`src/rtl/mul_pkg.sv`:
```
// Shared definitions for the shift-add multiplier.
//   state_t : controller states (IDLE / BUSY / DONE)
//   cnt_w() : width of the step counter and busy-cycle counter for a given
//             operand width; it holds values 0..width inclusive.
package mul_pkg;

    typedef enum logic [1:0] {
        IDLE = 2'd0,
        BUSY = 2'd1,
        DONE = 2'd2
    } state_t;

    function automatic int cnt_w(input int width);
        return $clog2(width) + 1;
    endfunction

endpackage

```
`src/rtl/mul_step.sv`:
```
// One combinational iteration of the shift-add multiplier.
//   a_reg    in  WIDTH      multiplicand
//   b_reg    in  WIDTH      remaining multiplier bits (LSB is consumed now)
//   o_reg    in  OUT_WIDTH  partial product so far
//   cnt      in  CNT_W      index of the multiplier bit being consumed
//   o_next   out OUT_WIDTH  partial product after this step
//   b_next   out WIDTH      multiplier shifted right by one
//   shortcut out 1          nothing left to add, so the result is final
// Macro MUL_CONSTANT_TIME_EN: when defined, shortcut is tied low so every
// operation runs the full WIDTH steps regardless of operand values.
module mul_step #(
    parameter int WIDTH     = 8,
    parameter int CNT_W     = 4,
    parameter int OUT_WIDTH = 16
) (
    input  logic [WIDTH-1:0]     a_reg,
    input  logic [WIDTH-1:0]     b_reg,
    input  logic [OUT_WIDTH-1:0] o_reg,
    input  logic [CNT_W-1:0]     cnt,
    output logic [OUT_WIDTH-1:0] o_next,
    output logic [WIDTH-1:0]     b_next,
    output logic                 shortcut
);

    logic [OUT_WIDTH-1:0] addend;

    // Zero-extend before shifting so no multiplicand bits are lost.
    assign addend = b_reg[0] ? (OUT_WIDTH'(a_reg) << cnt) : '0;
    assign o_next = o_reg + addend;
    assign b_next = b_reg >> 1;

`ifdef MUL_CONSTANT_TIME_EN
    assign shortcut = 1'b0;
`else
    assign shortcut = (a_reg == '0) || (b_reg == '0);
`endif

endmodule

```
`src/rtl/shift_add_mul.sv`:
```
// Sequential unsigned shift-add multiplier with valid/ready handshakes.
//   clk          in   rising-edge clock
//   rst          in   asynchronous active-high reset
//   stall        in   freezes every register and blocks both handshakes
//   in_valid     in   operand offer;  in_ready out  operands accepted
//   a, b         in   WIDTH-bit unsigned operands
//   out_valid    out  product valid;  out_ready in  consumer accepts
//   product      out  OUT_WIDTH-bit a*b, held until the next operation starts
//   busy_cycles  out  BUSY cycles spent on the current product
//   a_reg_next, b_reg_next, o_reg_next  out  next-state values before the
//                stall gate, for shadow/contract logic
// Macro MUL_CONSTANT_TIME_EN: when defined, every operation takes exactly
// WIDTH BUSY cycles (early termination on zero operands is disabled).
module shift_add_mul
    import mul_pkg::*;
#(
    parameter int WIDTH = 8,
    localparam int CNT_W = cnt_w(WIDTH),
    localparam int OUT_WIDTH = 2 * WIDTH
) (
    input  logic                 clk,
    input  logic                 rst,
    input  logic                 stall,
    input  logic                 in_valid,
    output logic                 in_ready,
    input  logic [WIDTH-1:0]     a,
    input  logic [WIDTH-1:0]     b,
    output logic                 out_valid,
    input  logic                 out_ready,
    output logic [OUT_WIDTH-1:0] product,
    output logic [CNT_W-1:0]     busy_cycles,
    output logic [WIDTH-1:0]     a_reg_next,
    output logic [WIDTH-1:0]     b_reg_next,
    output logic [OUT_WIDTH-1:0] o_reg_next
);

    state_t               state, state_nx;
    logic [WIDTH-1:0]     a_reg, b_reg;
    logic [OUT_WIDTH-1:0] o_reg;
    logic [CNT_W-1:0]     cnt, cnt_nx;
    logic [CNT_W-1:0]     busy_nx;

    logic [OUT_WIDTH-1:0] step_o;
    logic [WIDTH-1:0]     step_b;
    logic                 step_shortcut;

    mul_step #(
        .WIDTH     (WIDTH),
        .CNT_W     (CNT_W),
        .OUT_WIDTH (OUT_WIDTH)
    ) u_step (
        .a_reg    (a_reg),
        .b_reg    (b_reg),
        .o_reg    (o_reg),
        .cnt      (cnt),
        .o_next   (step_o),
        .b_next   (step_b),
        .shortcut (step_shortcut)
    );

    assign in_ready  = (state == IDLE) && !stall;
    assign out_valid = (state == DONE);
    assign product   = o_reg;

    // Next state is computed as if stall were low; the register process
    // applies the stall gate, which also blocks both handshakes.
    always_comb begin
        state_nx   = state;
        a_reg_next = a_reg;
        b_reg_next = b_reg;
        o_reg_next = o_reg;
        cnt_nx     = cnt;
        busy_nx    = busy_cycles;
        case (state)
            IDLE: begin
                if (in_valid) begin
                    a_reg_next = a;
                    b_reg_next = b;
                    o_reg_next = '0;
                    cnt_nx     = '0;
                    busy_nx    = '0;
                    state_nx   = BUSY;
                end
            end
            BUSY: begin
                busy_nx = busy_cycles + CNT_W'(1);
                if (step_shortcut) begin
                    state_nx = DONE;
                end else begin
                    o_reg_next = step_o;
                    b_reg_next = step_b;
                    cnt_nx     = cnt + CNT_W'(1);
                    if (cnt == CNT_W'(WIDTH - 1)) begin
                        state_nx = DONE;
                    end
                end
            end
            DONE: begin
                if (out_ready) begin
                    state_nx = IDLE;
                end
            end
            default: begin
                state_nx = IDLE;
            end
        endcase
    end

    always_ff @(posedge clk or posedge rst) begin
        if (rst) begin
            state       <= IDLE;
            a_reg       <= '0;
            b_reg       <= '0;
            o_reg       <= '0;
            cnt         <= '0;
            busy_cycles <= '0;
        end else if (!stall) begin
            state       <= state_nx;
            a_reg       <= a_reg_next;
            b_reg       <= b_reg_next;
            o_reg       <= o_reg_next;
            cnt         <= cnt_nx;
            busy_cycles <= busy_nx;
        end
    end

endmodule

```
`config.mk`:
```
export PLATFORM = sky130hd
export DESIGN_NAME = shift_add_mul
export DESIGN_NICKNAME = d
export VERILOG_FILES = /design/src/rtl/mul_pkg.sv /design/src/rtl/mul_step.sv /design/src/rtl/shift_add_mul.sv
export SDC_FILE = /design/constraint.sdc
export NUM_CORES = 1
export LEC_CHECK = 0
export ABC_AREA = 1
export BUFFER_PORTS_ARGS = -buffer_cell sky130_fd_sc_hd__buf_4
export CAP_MARGIN = 25
export CELL_PAD_IN_SITES_DETAIL_PLACEMENT = 0
export CELL_PAD_IN_SITES_GLOBAL_PLACEMENT = 2
export CORE_UTILIZATION = 32
export DETAILED_ROUTE_END_ITERATION = 8
export GPL_TIMING_DRIVEN = 0
export HOLD_SLACK_MARGIN = 0.12
export PLACE_DENSITY_LB_ADDON = 0.3
export SYNTH_ARGS = -nofsm -noshare
export SYNTH_HDL_FRONTEND = slang
export SYNTH_SLANG_ARGS = --single-unit
```
`constraint.sdc`:
```
create_clock -name clk -period 3.9 [get_ports clk]
set_input_delay 0.195 -clock clk [delete_from_list [all_inputs] [get_ports clk]]
set_output_delay 0.195 -clock clk [all_outputs]
set_load 0.1 [all_outputs]
```
# Word-level counts from Yosys, hierarchy flattened
# Index checks and enable logic that the tools add are counted.
[classes]
n_eq_ne = 7
n_addsub = 3
n_bitwise = 1
mux = 18
shifts = 1
reduce_logical = 10
[op_table]
columns = ["operator", "count"]
rows = [
  ["2-to-1 mux 16 bit", 3],
  ["2-to-1 mux 8 bit", 4],
  ["case mux 16 bit (2 select lines)", 1],
  ["adder 16 bit", 1],
  ["zero test 8 bit", 2],
  ["case mux 4 bit (2 select lines)", 2],
  ["case mux 8 bit (2 select lines)", 1],
  ["left shift 8 x 4 -> 16 bit", 1],
  ["adder 4 x 1 -> 4 bit, second input constant", 2],
  ["2-to-1 mux 2 bit", 4],
  ["2-to-1 mux 4 bit", 2],
  ["AND reduction 4 bit", 2],
  ["case mux 2 bit (3 select lines)", 1],
  ["== test 4 x 3 -> 1 bit, second input constant", 1],
  ["inequality test 2 bit, second input constant", 2],
  ["inequality test 3 bit, second input constant", 1],
  ["AND reduction 3 bit", 1],
  ["== test 2 x 1 -> 1 bit, second input constant", 1],
  ["== test 2 bit, second input constant", 1],
  ["zero test 2 bit", 1],
  ["inequality test 2 x 1 -> 1 bit, second input constant", 1],
  ["nonzero test 2 bit", 1],
  ["logical AND 1 bit", 1],
  ["zero test 1 bit", 1],
  ["other kinds (2)", 2],
]
[totals]
word_cells = 46
inputBits = 21
register_bits = 42
output_inout_bits = 54

# Longest topological paths before layout
# Gate-level depths: netlist of run 1.
[depth]
ltp_word = 5
mapped_depth = 23

# By module
# Synthesis of run 1 repeated with hierarchy kept, for this count alone.
[unflattened]
cells_unflattened = 647
area_unflattened_um2 = 3958.8
[by_module_without_submodules]
columns = ["module", "cells_each", "area_per_inst_um2", "seq_area_each_um2", "instances"]
rows = [
  ["shift_add_mul", 381, 2524.9, 1051.0, 1],
  ["mul_step", 266, 1433.9, 0.0, 1],
]

# Worst setup path before layout of run 1
# No wires, ideal clock.
[synth_path]
kind = "reg2out"
startpoint = "register o_reg[5], in the netlist product[5]"
endpoint = "output port o_reg_next[5]"
path_buffers = 0
arrival_time_ns = 3.202
stages_incl_launch_ff = 3
path_slack_ns = 0.503
t_required_ns = 3.705
cell_sequence = "dfrtp_1 -> inv_1 -> o21ai_0"
[synth_between]
elab_chain_len = 3
elab_cells_between_ends = 4
classes_between = "add/sub: 1; mux: 3"
[synth_lines]
columns = ["item", "line", "text"]
rows = [
  ["start: declaration", "shift_add_mul.sv:39", "logic [OUT_WIDTH-1:0] o_reg;"],
  ["start signal: assignment", "shift_add_mul.sv:121", "o_reg <= o_reg_next;"],
  ["adder 16 bit", "mul_step.sv:29", "assign o_next = o_reg + addend;"],
  ["2-to-1 mux 16 bit", "shift_add_mul.sv:87", "if (step_shortcut) begin"],
  ["case mux 16 bit (2 select lines) (*)", "shift_add_mul.sv:74", "case (state)"],
  ["end: declaration", "shift_add_mul.sv:34", "output logic [OUT_WIDTH-1:0] o_reg_next"],
]
# Every way passes the cells marked *; elsewhere a longest branch is shown, timed or not.

# Worst setup path after layout of run 1
[layout_path]
startpoint = "register cnt[1]"
endpoint = "output port o_reg_next[10]"
[layout_between]
elab_chain_len = 5
[layout_lines]
columns = ["item", "line", "text"]
rows = [
  ["start: declaration", "shift_add_mul.sv:40", "logic [CNT_W-1:0] cnt, cnt_nx;"],
  ["start signal: assignment", "shift_add_mul.sv:122", "cnt <= cnt_nx;"],
  ["left shift 8 x 4 -> 16 bit", "mul_step.sv:28", "assign addend = b_reg[0] ? (OUT_WIDTH'(a_reg) << cnt) : '0;"],
  ["2-to-1 mux 16 bit", "mul_step.sv:28", ""],
  ["adder 16 bit", "mul_step.sv:29", ""],
  ["2-to-1 mux 16 bit", "shift_add_mul.sv:87", ""],
  ["case mux 16 bit (2 select lines)", "shift_add_mul.sv:74", ""],
]
# Every way passes these cells.

==> reports/summary.json, run 1 <==
{
  "outcome": "completed",
  "post_synth.cell_area_avg_um2": 6.579,
  "worstReg2RegStart": "cnt[1]",
  "cp_data_arrival_time_ns": 3.40,
  "critical_path.startpoint_type": "register",
  "die_x_extent_um": 106.8,
  "ys_dominant_reg_cell": "dfrtp_1",
  "largest_register_ffs": 16,
  "synth-edff-count": 0,
  "drt-vias-per-instance": 4.963,
  "setup_slack_after_placement_ns": 0.4507,
  "number_of_pins_with_negative_max_slew_slack_in_the_final_report": 0,
  "port_buffers": 74,
  "finish.net_count": 660,
  "setup_slack_ns": 0.3051,
  "hold_start": "a[6]",
  "grt_overflow": 0,
  "cp.required_ns": 3.70,
  "grt_max_degree": 27,
  "synth_seq_area_share": 0.2991,
  "layout_worst_path_cycle_share": 0.9218,
  "met3_usage_grt": 0.02918,
  "synth.distinct_cells": 43,
  "number_of_setup_violations_in_the_final_report": 0,
  "antenna_found_initial": 0,
  "synthesis.nets": 573,
  "worstHoldEndpoint": "a_reg[6]",
  "dr.first_iter.drc_count": 205,
  "met2_usage": 0.3410,
  "clockBufferDepth": 2,
  "final_cell_mix": "nand2_1 (168), buf_4 (73), inv_1 (53), nor2_1 (49), dfrtp_1 (41)",
  "grtUsageTotal": 0.2017,
  "reg2reg_depth": 18,
  "cts-buffers-inserted": 5,
  "fin_setup_tns_ns": 0,
  "clk_pin_slew_ns": 0.09,
  "grt_pass1_wl_mm": 18.08,
  "end_kind": "output port",
  "worst_hold_path.num_cells": 3,
  "root_buffer": "clkbuf_8",
  "place.detailed.hpwl_mm": 8.866,
  "syn_inst": 534,
  "drc": 0,
  "route.antenna.remaining_nets": 0,
  "criticalPathCategory": "reg -> out",
  "min_path_type": "in -> reg",
  "htree_num_levels": 2,
  "min_period_ns": 3.595,
  "route.detailed.wl_per_inst_um": 14.43,
  "vias": 3762,
  "max_freq_ghz": 0.2782,
  "detail_route.first_pass.iterations": 4,
  "n_antenna_cell": 0,
  "post-cts-setup-buffers": 0,
  "synth-warning-count": 0,
  "async_reset_ff_frac": 1.000,
  "design.portCount": 75,
  "critical_path.max_fanout": 10,
  "max-cap-violations": 0,
  "grt_pass1_vias": 3738,
  "core.rowCount": 37,
  "final_common_cell": "nand2_1",
  "die_area_mm2": 0.01140,
  "worst_skew_pair.late_latency_ns": 0.31,
  "rrSetupSlack_ns": 0.93,
  "total_routed_length_mm": 10.94,
  "timing.max_slew.rel_slack": 0.5710,
  "timing.clock.skew_ns": 0.01341,
  "regToRegEndpoint": "product[15]",
  "worstMarginPinSlew_ns": 0.6436,
  "syn2layout_area_growth_pct": 26.35,
  "dieHeight_um": 106.8,
  "final_layout_size_suffix_gt1_frac": 0.2090,
  "initial_core_util": 0.3358,
  "post_layout_nonfiller_instances": 758,
  "most_heavily_used_metal_layer_in_global_routing": "met2",
  "grt_util_met1": 0.2689,
  "fp.coreArea_mm2": 0.01046,
  "syn-cell-area_mm2": 0.003513,
  "finalWeightedCongestion": 0.9043,
  "rsz0062_at_grt": "no",
  "clkSinkCount": 42,
  "ys_ff_latch": 42,
  "final_hold_viol_count": 0,
  "placed_cells_incl_taps": 745,
  "cts_tree": "built"
}
## worst max-delay path, stage by stage, from the launching register on
cell and delay, ns:
dfrtp_2 0.47, inv_1 0.14, clkbuf_4 0.22, a21oi_1 0.06, a31oi_1 0.26, o22ai_1 0.11, nor2_1 0.13, nor2_1 0.06
ha_1 0.34, nand2_1 0.12, nor2_1 0.06, nor2_1 0.15, nand3_1 0.17, nand2_1 0.09, nand2_1 0.05, o21ai_1 0.21
o21bai_1 0.14, buf_4 0.31
## logic make-up after synthesis
group / after synthesis / share of synthesized area
AOI/OAI and AO/OA: 108 / 0.1777
xor gates and xnor gates: 5 / 0.01247
adders and majority gates: 18 / 0.06624
buffers and inverters: 76 / 0.09045
DFF: 42 / 0.2991
muxes: 1 / 0.002849
and+or+nand+nor: 284 / 0.3511
## metal layers
metal	vias up	wire length [um]
li1	1923	-
met1	1734	5151
met5	-	0
met2	92	5132
met4	0	144
met3	13	506
## stage by stage
step	hold WS, ns	cell area (um2)	util
final	0.1464	4439	0.4243
after floorplan	0.3160	3513	-
after detailed placement	0.2190	4259	0.4071
after global placement	0.4117	4239	0.4052
after global routing	0.1439	4439	0.4243
after CTS	0.1433	4419	0.4224
## worst max path at each step
stage	start	slack [ns]	endpoint	depth (start not counted)
2_1_floorplan	product[5]	0.50	o_reg_next[5]	2
3_3_place_gp	cnt[0]	0.44	o_reg_next[15]	19
3_5_place_dp	cnt[0]	0.45	o_reg_next[15]	19
4_1_cts	cnt[0]	0.1	o_reg_next[15]	19
5_1_grt	cnt[0]	0.01	o_reg_next[15]	21
6_report	cnt[1]	0.31	o_reg_next[10]	17
## cell type report
| cell class | instances | area [um2] |
|---|---|---|
| inverter | 63 | 236.5 |
| multi-input combinational | 416 | 2156 |
| buffer | 13 | 85.08 |
| tap | 136 | 170.2 |
| sequential | 42 | 1052 |
| timing repair buffer | 80 | 629.4 |
| clock buffer | 6 | 72.57 |
| clock inverter | 2 | 37.54 |
| fill | 1176 | 6023 |
## synth_stat cells, types with 2 or more instances
cell / n / area (um2)
nand2_1: 168 / 630.6
inv_1: 54 / 202.7
nor2_1: 49 / 183.9
dfrtp_1: 42 / 1051
o21ai_0: 37 / 185.2
nand3_1: 35 / 175.2
o21ai_1: 20 / 100.1
ha_1: 17 / 212.7
a21oi_1: 16 / 80.08
o22ai_1: 12 / 75.07
buf_2: 8 / 40.04
inv_2: 8 / 30.03
o21bai_1: 7 / 52.55
nor3_1: 5 / 25.02
nand2_2: 4 / 25.02
nor2_2: 4 / 25.02
nor2_4: 4 / 45.04
a31oi_1: 3 / 18.77
buf_6: 3 / 33.78
nand3b_1: 3 / 22.52
xor2_1: 3 / 26.28
a21oi_2: 2 / 17.52
and2_1: 2 / 12.51
clkbuf_1: 2 / 7.510
nand3_2: 2 / 20.02
nor4_1: 2 / 12.51
o211ai_1: 2 / 15.01
o21ai_2: 2 / 17.52
o221ai_1: 2 / 17.52
or2_2: 2 / 12.51
xnor2_1: 2 / 17.52
## timing repair
action,CTS,global route
resized for setup,0,12
endpoints found under the hold margin,20,0
hold buffers,5,0
endpoints found under the setup margin,0,6
Power of run 1 is left out: the tool's default activity adds up to more than one toggle a clock period on the data nets, which glitch-free logic cannot reach.
==> run 2, diff against run 1 <==
--- a/config.mk
+++ b/config.mk
@@ -10,6 +10,7 @@
 export CAP_MARGIN = 25
 export CELL_PAD_IN_SITES_DETAIL_PLACEMENT = 0
 export CELL_PAD_IN_SITES_GLOBAL_PLACEMENT = 2
+export CORE_ASPECT_RATIO = 0.5
 export CORE_UTILIZATION = 32
 export DETAILED_ROUTE_END_ITERATION = 8
 export GPL_TIMING_DRIVEN = 0
@@ -17,4 +18,5 @@
 export PLACE_DENSITY_LB_ADDON = 0.3
 export SYNTH_ARGS = -nofsm -noshare
 export SYNTH_HDL_FRONTEND = slang
+export SYNTH_HIERARCHICAL = 1
 export SYNTH_SLANG_ARGS = --single-unit
==> run 2 against run 1 <==
Against the previous run: non-clock buffer count rose by 12; flip-flop and latch count did not move; final area up 11%; critical path depth rose by 1; highest routed layer unchanged; first-iteration DRC count decreased by 2.0%; count of clock-buffer cells in the layout is the same; cell count increased by 18%; critical endpoint is now o_reg_next[12]; setup slack gained 0.029 ns; global-route usage rose by 0.76 points.
==> reports/summary.json, run 2 <==
{
  "multi_input_comb_area": {"value": 0.002512, "unit": "mm2", "change": "+17%"},
  "number_of_pins_with_negative_max_slew_slack_in_the_final_report": {"value": 0, "change": "unchanged"},
  "cp_data_arrival_time": {"value": 3.37, "unit": "ns", "change": "-0.03 ns"},
  "final_hold_viol_count": {"value": 0, "change": "unchanged"},
  "number_of_setup_violations_in_the_final_report": {"value": 0, "change": "unchanged"},
  "rrSetupSlack": {"value": 0.95, "unit": "ns", "change": "+0.02 ns"},
  "timing.clock.skew": {"value": 0.003384, "unit": "ns", "change": "-0.01002 ns"},
  "post-cts-setup-buffers": {"value": 0, "change": "unchanged"},
  "total_routed_length": {"value": 12.95, "unit": "mm", "change": "+18%"},
  "die_x_extent": {"value": 159.3, "unit": "um", "change": "+49%"},
  "htree_num_levels": {"value": 2, "change": "unchanged"},
  "max_freq": {"value": 0.2805, "unit": "GHz", "change": "+0.82%"},
  "grt_max_degree": {"value": 35, "change": "+30%"},
  "worst_skew_pair.late_latency": {"value": 0.29, "unit": "ns", "change": "-0.02 ns"},
  "timing.max_slew.rel_slack": {"value": 0.5588, "change": "-0.01213"},
  "layout_worst_path_cycle_share": {"value": 0.9143, "change": "-0.007508"},
  "initial_core_util": {"value": 0.3314, "change": "-0.004427"},
  "synth.distinct_cells": {"value": 36, "change": "-16%"},
  "dr.first_iter.drc_count": {"value": 201, "change": "-2.0%"},
  "drt-vias-per-instance": {"value": 4.764, "change": "-4.0%"},
  "criticalPathCategory": "reg -> out",
  "outcome": "completed",
  "design.portCount": {"value": 75, "change": "unchanged"},
  "route.antenna.remaining_nets": {"value": 0, "change": "unchanged"},
  "delay_of_the_slowest_cell_on_the_worst_path": {"value": 0.43, "unit": "ns", "change": "-0.04 ns"},
  "drc": {"value": 0, "change": "unchanged"},
  "route.detailed.wl_per_inst": {"value": 14.47, "unit": "um", "change": "+0.33%"},
  "syn2layout_area_growth_pct": 23.96,
  "largest_register_ffs": {"value": 16, "change": "unchanged"},
  "grtUsageTotal": {"value": 0.2093, "change": "+0.007617"},
  "max-cap-violations": {"value": 0, "change": "unchanged"},
  "critical_path.max_fanout": {"value": 10, "change": "unchanged"},
  "cts_tree": "built",
  "ordered_cell_list_for_the_critical_path": "buf_6, inv_2, buf_6, nand3_1, nor3_2, ha_2, inv_1, fa_1, inv_1, nand3_1, nand2_2, nand4_1, nand3_1, xor2_1, nand2_1, nand2_1, a22o_1, buf_6",
  "fin_util": {"value": 0.4108, "change": "-0.01353"},
  "synth-warning-count": {"value": 6, "change": "+6"},
  "cts-buffers-inserted": {"value": 5, "change": "unchanged"},
  "grt_pass1_vias": {"value": 3900, "change": "+4.3%"},
  "fp.coreArea": {"value": 0.01195, "unit": "mm2", "change": "+14%"},
  "final_cell_area": {"value": 0.004907, "unit": "mm2", "change": "+11%"},
  "ys_dominant_reg_cell": "dfrtp_1",
  "ys_ff_latch": {"value": 42, "change": "unchanged"},
  "post_synth_top_area_share": {"value": 0.2863, "change": "-0.01280"},
  "final_layout_size_suffix_gt1_frac": {"value": 0.1808, "change": "-0.02818"},
  "async_reset_ff_frac": {"value": 1.000, "change": "unchanged"},
  "port_buffers": {"value": 73, "change": "-1.4%"},
  "rsz0062_at_grt": "no",
  "synth_largest_area_cell": "nand2_1",
  "post_synth.cell_area_avg": {"value": 6.119, "unit": "um2", "change": "-7.0%"},
  "vias": {"value": 4264, "change": "+13%"},
  "dieHeight": {"value": 80.65, "unit": "um", "change": "-24%"},
  "syn_inst": {"value": 647, "change": "+21%"},
  "synthesis.nets": {"value": 686, "change": "+20%"},
  "syn-cell-area": {"value": 0.003959, "unit": "mm2", "change": "+13%"},
  "clkSinkCount": {"value": 42, "change": "unchanged"},
  "core.rowCount": {"value": 28, "change": "-24%"},
  "fin_setup_tns": {"value": 0, "unit": "ns", "change": "unchanged"},
  "finalHoldWorstSlack": {"value": 0.1781, "unit": "ns", "change": "+0.03168 ns"},
  "reg_area": {"value": 0.001052, "unit": "mm2", "change": "unchanged"},
  "detail_route.first_pass.iterations": {"value": 4, "change": "unchanged"},
  "die_area": {"value": 0.01285, "unit": "mm2", "change": "+13%"},
  "clk_pin_slew": {"value": 0.07, "unit": "ns", "change": "-0.02 ns"},
  "finalWeightedCongestion": {"value": 0.8454, "change": "-6.5%"},
  "min_period": {"value": 3.566, "unit": "ns", "change": "-0.02928 ns"},
  "post_synth_main_area_contributors": "nand2_1 (29%), dfrtp_1 (27%), nand3_1 (7.3%)",
  "critical_path.startpoint_type": "register",
  "critical-path-slowest-cell": "dfrtp_1",
  "cp.required": {"value": 3.70, "unit": "ns", "change": "about the same"},
  "worstMarginPinSlew": {"value": 0.6618, "unit": "ns", "change": "+0.01819 ns"},
  "instance_area_at_placement": {"value": 0.004733, "unit": "mm2", "change": "+11%"},
  "grt_pass1_wl": {"value": 20.98, "unit": "mm", "change": "+16%"},
  "end_kind": "output port",
  "min_path_type": "in -> reg",
  "final_common_cell": "nand2_1",
  "antenna_found_initial": {"value": 0, "change": "unchanged"},
  "synth-edff-count": {"value": 0, "change": "unchanged"},
  "place.detailed.hpwl": {"value": 10.08, "unit": "mm", "change": "+14%"},
  "ys_top_cells_by_count": "nand2_1 (302), nand3_1 (58), inv_1 (48)",
  "synthMostInstantiatedCell": "nand2_1",
  "final_cell_mix": "nand2_1 (302), buf_4 (83), nand3_1 (58), inv_1 (47), dfrtp_1 (41)",
  "synth_seq_area_share": {"value": 0.2655, "change": "-0.03366"},
  "finish.net_count": {"value": 768, "change": "+16%"},
  "nFillCells": {"value": 1344, "change": "+14%"},
  "n_antenna_cell": {"value": 0, "change": "unchanged"},
  "clockBufferDepth": {"value": 2, "change": "unchanged"},
  "root_buffer": "clkbuf_16",
  "grt_overflow": {"value": 0, "change": "unchanged"}
}
==> run 2: changes by cell type in the layout (fill, tap and decap cells not counted), sizes merged, moves of 11 or more <==
cell   change
a22o      +11
buf       +13
nand2    +138
nand3     +25
nor2      -31
o21ai     -20
o22ai     -11
==> run 2: what timing repair did <==
item,in CTS,in global routing
endpoints found under the setup margin,0,4
hold buffers,1,0
resized for setup,0,4
endpoints found under the hold margin,8,0
==> run 2: logic make-up after synthesis <==
logic type	synth area share
fa+ha+maj	0.05879
other cells	0.0009473
flops	0.2655
buf+inv	0.1018
simple gates	0.4422
compound gates	0.1043
xor+xnor	0.02655
==> run 2: stage by stage <==
step	setup WS [ns]	instances
2_1_floorplan	0.5507	647
3_3_place_gp	0.5083	885
3_5_place_dp	0.5164	886
4_1_cts	0.1938	895
5_1_grt	0.04966	895
6_report	0.3343	895
==> run 2: critical path: cells and delay by family (launching register included) <==
family	cells	cell delay, ns
buffers and inverters	6	0.78
and+or+nand+nor	8	0.88
DFF	1	0.43
adders and majority gates	2	0.63
xor gates and xnor gates	1	0.20
AOI/OAI and AO/OA	1	0.16
==> run 2: cell type report <==
class | count | area share
timing repair buffer | 75 | 0.1186
tap | 165 | 0.04207
clock inverter | 2 | 0.002550
sequential | 42 | 0.2144
inverter | 55 | 0.04360
buffer | 30 | 0.03850
multi-input combinational | 520 | 0.5120
clock buffer | 6 | 0.02830
==> run 2: worst paths after layout <==
kind	depth (start not counted)	to	start
max	18	o_reg_next[12]	cnt[1]
min	3	a_reg[5]	a[5]
max reg2reg	20	product[8]	cnt[1]
min reg2reg	2	product[11]	product[11]
max in group asynchronous	4	product[10]	rst
min in group asynchronous	3	b_reg[3]	rst
==> run 2: layer usage <==
metal | share of wire | wire [um] | GRT usage | vias to the layer above
met3 | 0.044 | 564 | 0.03151 | 7
met1 | 0.55 | 7108 | 0.3176 | 1942
li1 | - | - | - | 2225
met4 | 0.0042 | 55 | 0.02308 | 0
met5 | 0 | 0 | 0 | -
met2 | 0.40 | 5225 | 0.3149 | 90
Power of run 2 is left out for the same reason.
==> run 3, diff against run 2 <==
--- a/config.mk
+++ b/config.mk
@@ -11,6 +11,7 @@
 export CELL_PAD_IN_SITES_DETAIL_PLACEMENT = 0
 export CELL_PAD_IN_SITES_GLOBAL_PLACEMENT = 2
 export CORE_ASPECT_RATIO = 0.5
+export CORE_MARGIN = 5
 export CORE_UTILIZATION = 32
 export DETAILED_ROUTE_END_ITERATION = 8
 export GPL_TIMING_DRIVEN = 0
==> run 3 against run 2 <==
Against the previous run: clock skew up 0.0046 ns; global-route usage shrank 2.6 points; cell count unchanged; count of clock-buffer cells in the layout is the same; worst hold slack better by 0.0032 ns; highest routed layer unchanged; critical path depth unchanged; non-clock buffer count is the same; via count fell by 0.75%.
==> reports/summary.json, run 3 (same netlist as run 2, synthesis figures left out) <==
{
  "largest_register_ffs": {"value": 16, "change": "unchanged"},
  "nFillCells": {"value": 1322, "change": "-1.6%"},
  "min_path_type": "in -> reg",
  "cts_tree": "built",
  "cp_data_arrival_time": {"value": 3.43, "unit": "ns", "change": "+0.06 ns"},
  "delay_of_the_slowest_cell_on_the_worst_path": {"value": 0.43, "unit": "ns", "change": "about the same"},
  "worstReg2RegStart": "cnt[1]",
  "clkSinkCount": {"value": 42, "change": "unchanged"},
  "finish.net_count": {"value": 768, "change": "unchanged"},
  "number_of_setup_violations_in_the_final_report": {"value": 0, "change": "unchanged"},
  "clk_pin_slew": {"value": 0.07, "unit": "ns", "change": "about the same"},
  "syn2layout_area_growth_pct": 24.15,
  "final_common_cell": "nand2_1",
  "die_area": {"value": 0.01483, "unit": "mm2", "change": "+15%"},
  "layout_worst_path_cycle_share": {"value": 0.9306, "change": "+0.01637"},
  "multi_input_comb_area": {"value": 0.002505, "unit": "mm2", "change": "-0.30%"},
  "antenna_found_initial": {"value": 0, "change": "unchanged"},
  "hold_start": "a[7]",
  "end_kind": "output port",
  "final_hold_viol_count": {"value": 0, "change": "unchanged"},
  "fin_setup_tns": {"value": 0, "unit": "ns", "change": "unchanged"},
  "setup_slack_after_placement": {"value": 0.5257, "unit": "ns", "change": "+0.009300 ns"},
  "drc": {"value": 0, "change": "unchanged"},
  "clockBufferDepth": {"value": 2, "change": "unchanged"},
  "die_x_extent": {"value": 167.3, "unit": "um", "change": "+5.0%"},
  "regToRegEndpoint": "product[8]",
  "place.detailed.hpwl": {"value": 10.39, "unit": "mm", "change": "+3.0%"},
  "timing.max_slew.rel_slack": {"value": 0.5318, "change": "-0.02706"},
  "timing.critical_path.to": "o_reg_next[12]",
  "cts-buffers-inserted": {"value": 5, "change": "unchanged"},
  "route.antenna.remaining_nets": {"value": 0, "change": "unchanged"},
  "core.rowCount": {"value": 28, "change": "unchanged"},
  "critical_path.max_fanout": {"value": 10, "change": "unchanged"},
  "finalWeightedCongestion": {"value": 0.9057, "change": "+7.1%"},
  "max-cap-violations": {"value": 0, "change": "unchanged"},
  "htree_num_levels": {"value": 2, "change": "unchanged"},
  "grtUsageTotal": {"value": 0.1830, "change": "-0.02628"},
  "cp-startpoint": "cnt[1]",
  "critical-path-slowest-cell": "dfrtp_1",
  "number_of_pins_with_negative_max_slew_slack_in_the_final_report": {"value": 0, "change": "unchanged"},
  "worstMarginPinSlew": {"value": 0.7024, "unit": "ns", "change": "+0.04059 ns"},
  "drt-vias-per-instance": {"value": 4.728, "change": "-0.75%"},
  "root_buffer": "clkbuf_16",
  "n_antenna_cell": {"value": 0, "change": "unchanged"},
  "dr.first_iter.drc_count": {"value": 369, "change": "+84%"},
  "rsz0062_at_grt": "no",
  "route.detailed.wl_per_inst": {"value": 14.85, "unit": "um", "change": "+2.6%"},
  "ordered_cell_list_for_the_critical_path": "buf_6, inv_2, buf_6, nand3_1, nor3_1, ha_1, inv_1, fa_1, inv_1, nand3_1, nand2_2, nand4_1, nand3_1, xor2_1, nand2_1, nand2_1, a22o_1, buf_6",
  "timing.clock.skew": {"value": 0.008001, "unit": "ns", "change": "+0.004617 ns"},
  "final_cell_mix": "nand2_1 (302), buf_4 (83), nand3_1 (58), inv_1 (47), dfrtp_1 (41)",
  "total_routed_length": {"value": 13.29, "unit": "mm", "change": "+2.6%"},
  "min_period": {"value": 3.629, "unit": "ns", "change": "+0.06382 ns"},
  "grt_overflow": {"value": 0, "change": "unchanged"},
  "setup_slack": {"value": 0.2705, "unit": "ns", "change": "-0.06382 ns"},
  "critical_path.startpoint_type": "register",
  "fp.coreArea": {"value": 0.01195, "unit": "mm2", "change": "unchanged"},
  "criticalPathCategory": "reg -> out",
  "grt_pass1_wl": {"value": 21.85, "unit": "mm", "change": "+4.1%"},
  "dieHeight": {"value": 88.65, "unit": "um", "change": "+9.9%"},
  "port_buffers": {"value": 73, "change": "unchanged"},
  "design.portCount": {"value": 75, "change": "unchanged"},
  "outcome": "completed",
  "detail_route.first_pass.iterations": {"value": 5, "change": "+1"},
  "rrSetupSlack": {"value": 0.87, "unit": "ns", "change": "-0.08 ns"},
  "grt_max_degree": {"value": 35, "change": "unchanged"},
  "reg_area": {"value": 0.001052, "unit": "mm2", "change": "unchanged"},
  "initial_core_util": {"value": 0.3314, "change": "unchanged"},
  "reg2reg_depth": {"value": 20, "change": "unchanged"},
  "vias": {"value": 4232, "change": "-0.75%"},
  "post-cts-setup-buffers": {"value": 0, "change": "unchanged"},
  "grt_pass1_vias": {"value": 4042, "change": "+3.6%"},
  "final_layout_size_suffix_gt1_frac": {"value": 0.1767, "change": "-0.004110"},
  "max_freq": {"value": 0.2755, "unit": "GHz", "change": "-1.8%"},
  "worst_skew_pair.late_latency": {"value": 0.29, "unit": "ns", "change": "about the same"},
  "cp.required": {"value": 3.70, "unit": "ns", "change": "about the same"}
}
-- run 3: changes by cell type in the layout (fill, tap and decap cells not counted) --
cell	delta
ha_1	+1
clkbuf_8	-1
nor3_1	+1
nor3_2	-1
clkinv_2	-1
clkbuf_1	+1
ha_2	-1
bufinv_16	+1
-- run 3: final cells by class --
| type | instances | share of cell area |
|---|---|---|
| well taps | 165 | 0.04201 |
| repair buffers | 75 | 0.1184 |
| inverters | 55 | 0.04353 |
| flip-flops and latches | 42 | 0.2141 |
| clock inverters | 2 | 0.007637 |
| clock buffers | 6 | 0.02622 |
| plain buffers | 30 | 0.03844 |
| multi-input cells | 520 | 0.5097 |
-- run 3: how the worst min path moves through the flow --
| stage | endpoint | slack [ns] | cells past startpoint |
|---|---|---|---|
| floorplan | a_reg[0] | 0.35 | 2 |
| global placement | a_reg[5] | 0.48 | 3 |
| detailed placement | b_reg[2] | 0.15 | 2 |
| CTS | a_reg[5] | 0.18 | 3 |
| global route | a_reg[5] | 0.19 | 3 |
| finish | a_reg[7] | 0.18 | 3 |
-- run 3: timing repair --
item	CTS	global route
hold buffers	1	0
endpoints found under the hold margin	8	0
endpoints found under the setup margin	0	4
resized for setup	0	2
-- run 3: worst max-delay path, delay by kind of cell (launching register included) --
| kind | cells | cell delay (ns) |
|---|---|---|
| DFF | 1 | 0.43 |
| buffers and inverters | 6 | 0.78 |
| xor gates and xnor gates | 1 | 0.19 |
| adders and majority gates | 2 | 0.68 |
| AOI/OAI and AO/OA | 1 | 0.15 |
| and+or+nand+nor | 8 | 0.90 |
-- run 3: metal layers --
metal,up-vias,global-route usage,share of wire
li1,2219,-,-
met1,1912,0.2788,0.54
met2,95,0.2722,0.40
met3,6,0.03302,0.052
met4,0,0.03166,0.0066
met5,-,0,0
-- run 3: per-stage QoR --
step | hold slack [ns] | cells | utilization | instance area, um2
2_1_floorplan | 0.3535 | 647 | - | 3959
3_3_place_gp | 0.4818 | 885 | 0.3945 | 4713
3_5_place_dp | 0.1471 | 886 | 0.3962 | 4733
4_1_cts | 0.1773 | 895 | 0.4110 | 4910
5_1_grt | 0.1887 | 895 | 0.4114 | 4915
6_report | 0.1813 | 895 | 0.4114 | 4915
Power of run 3 is left out for the same reason.
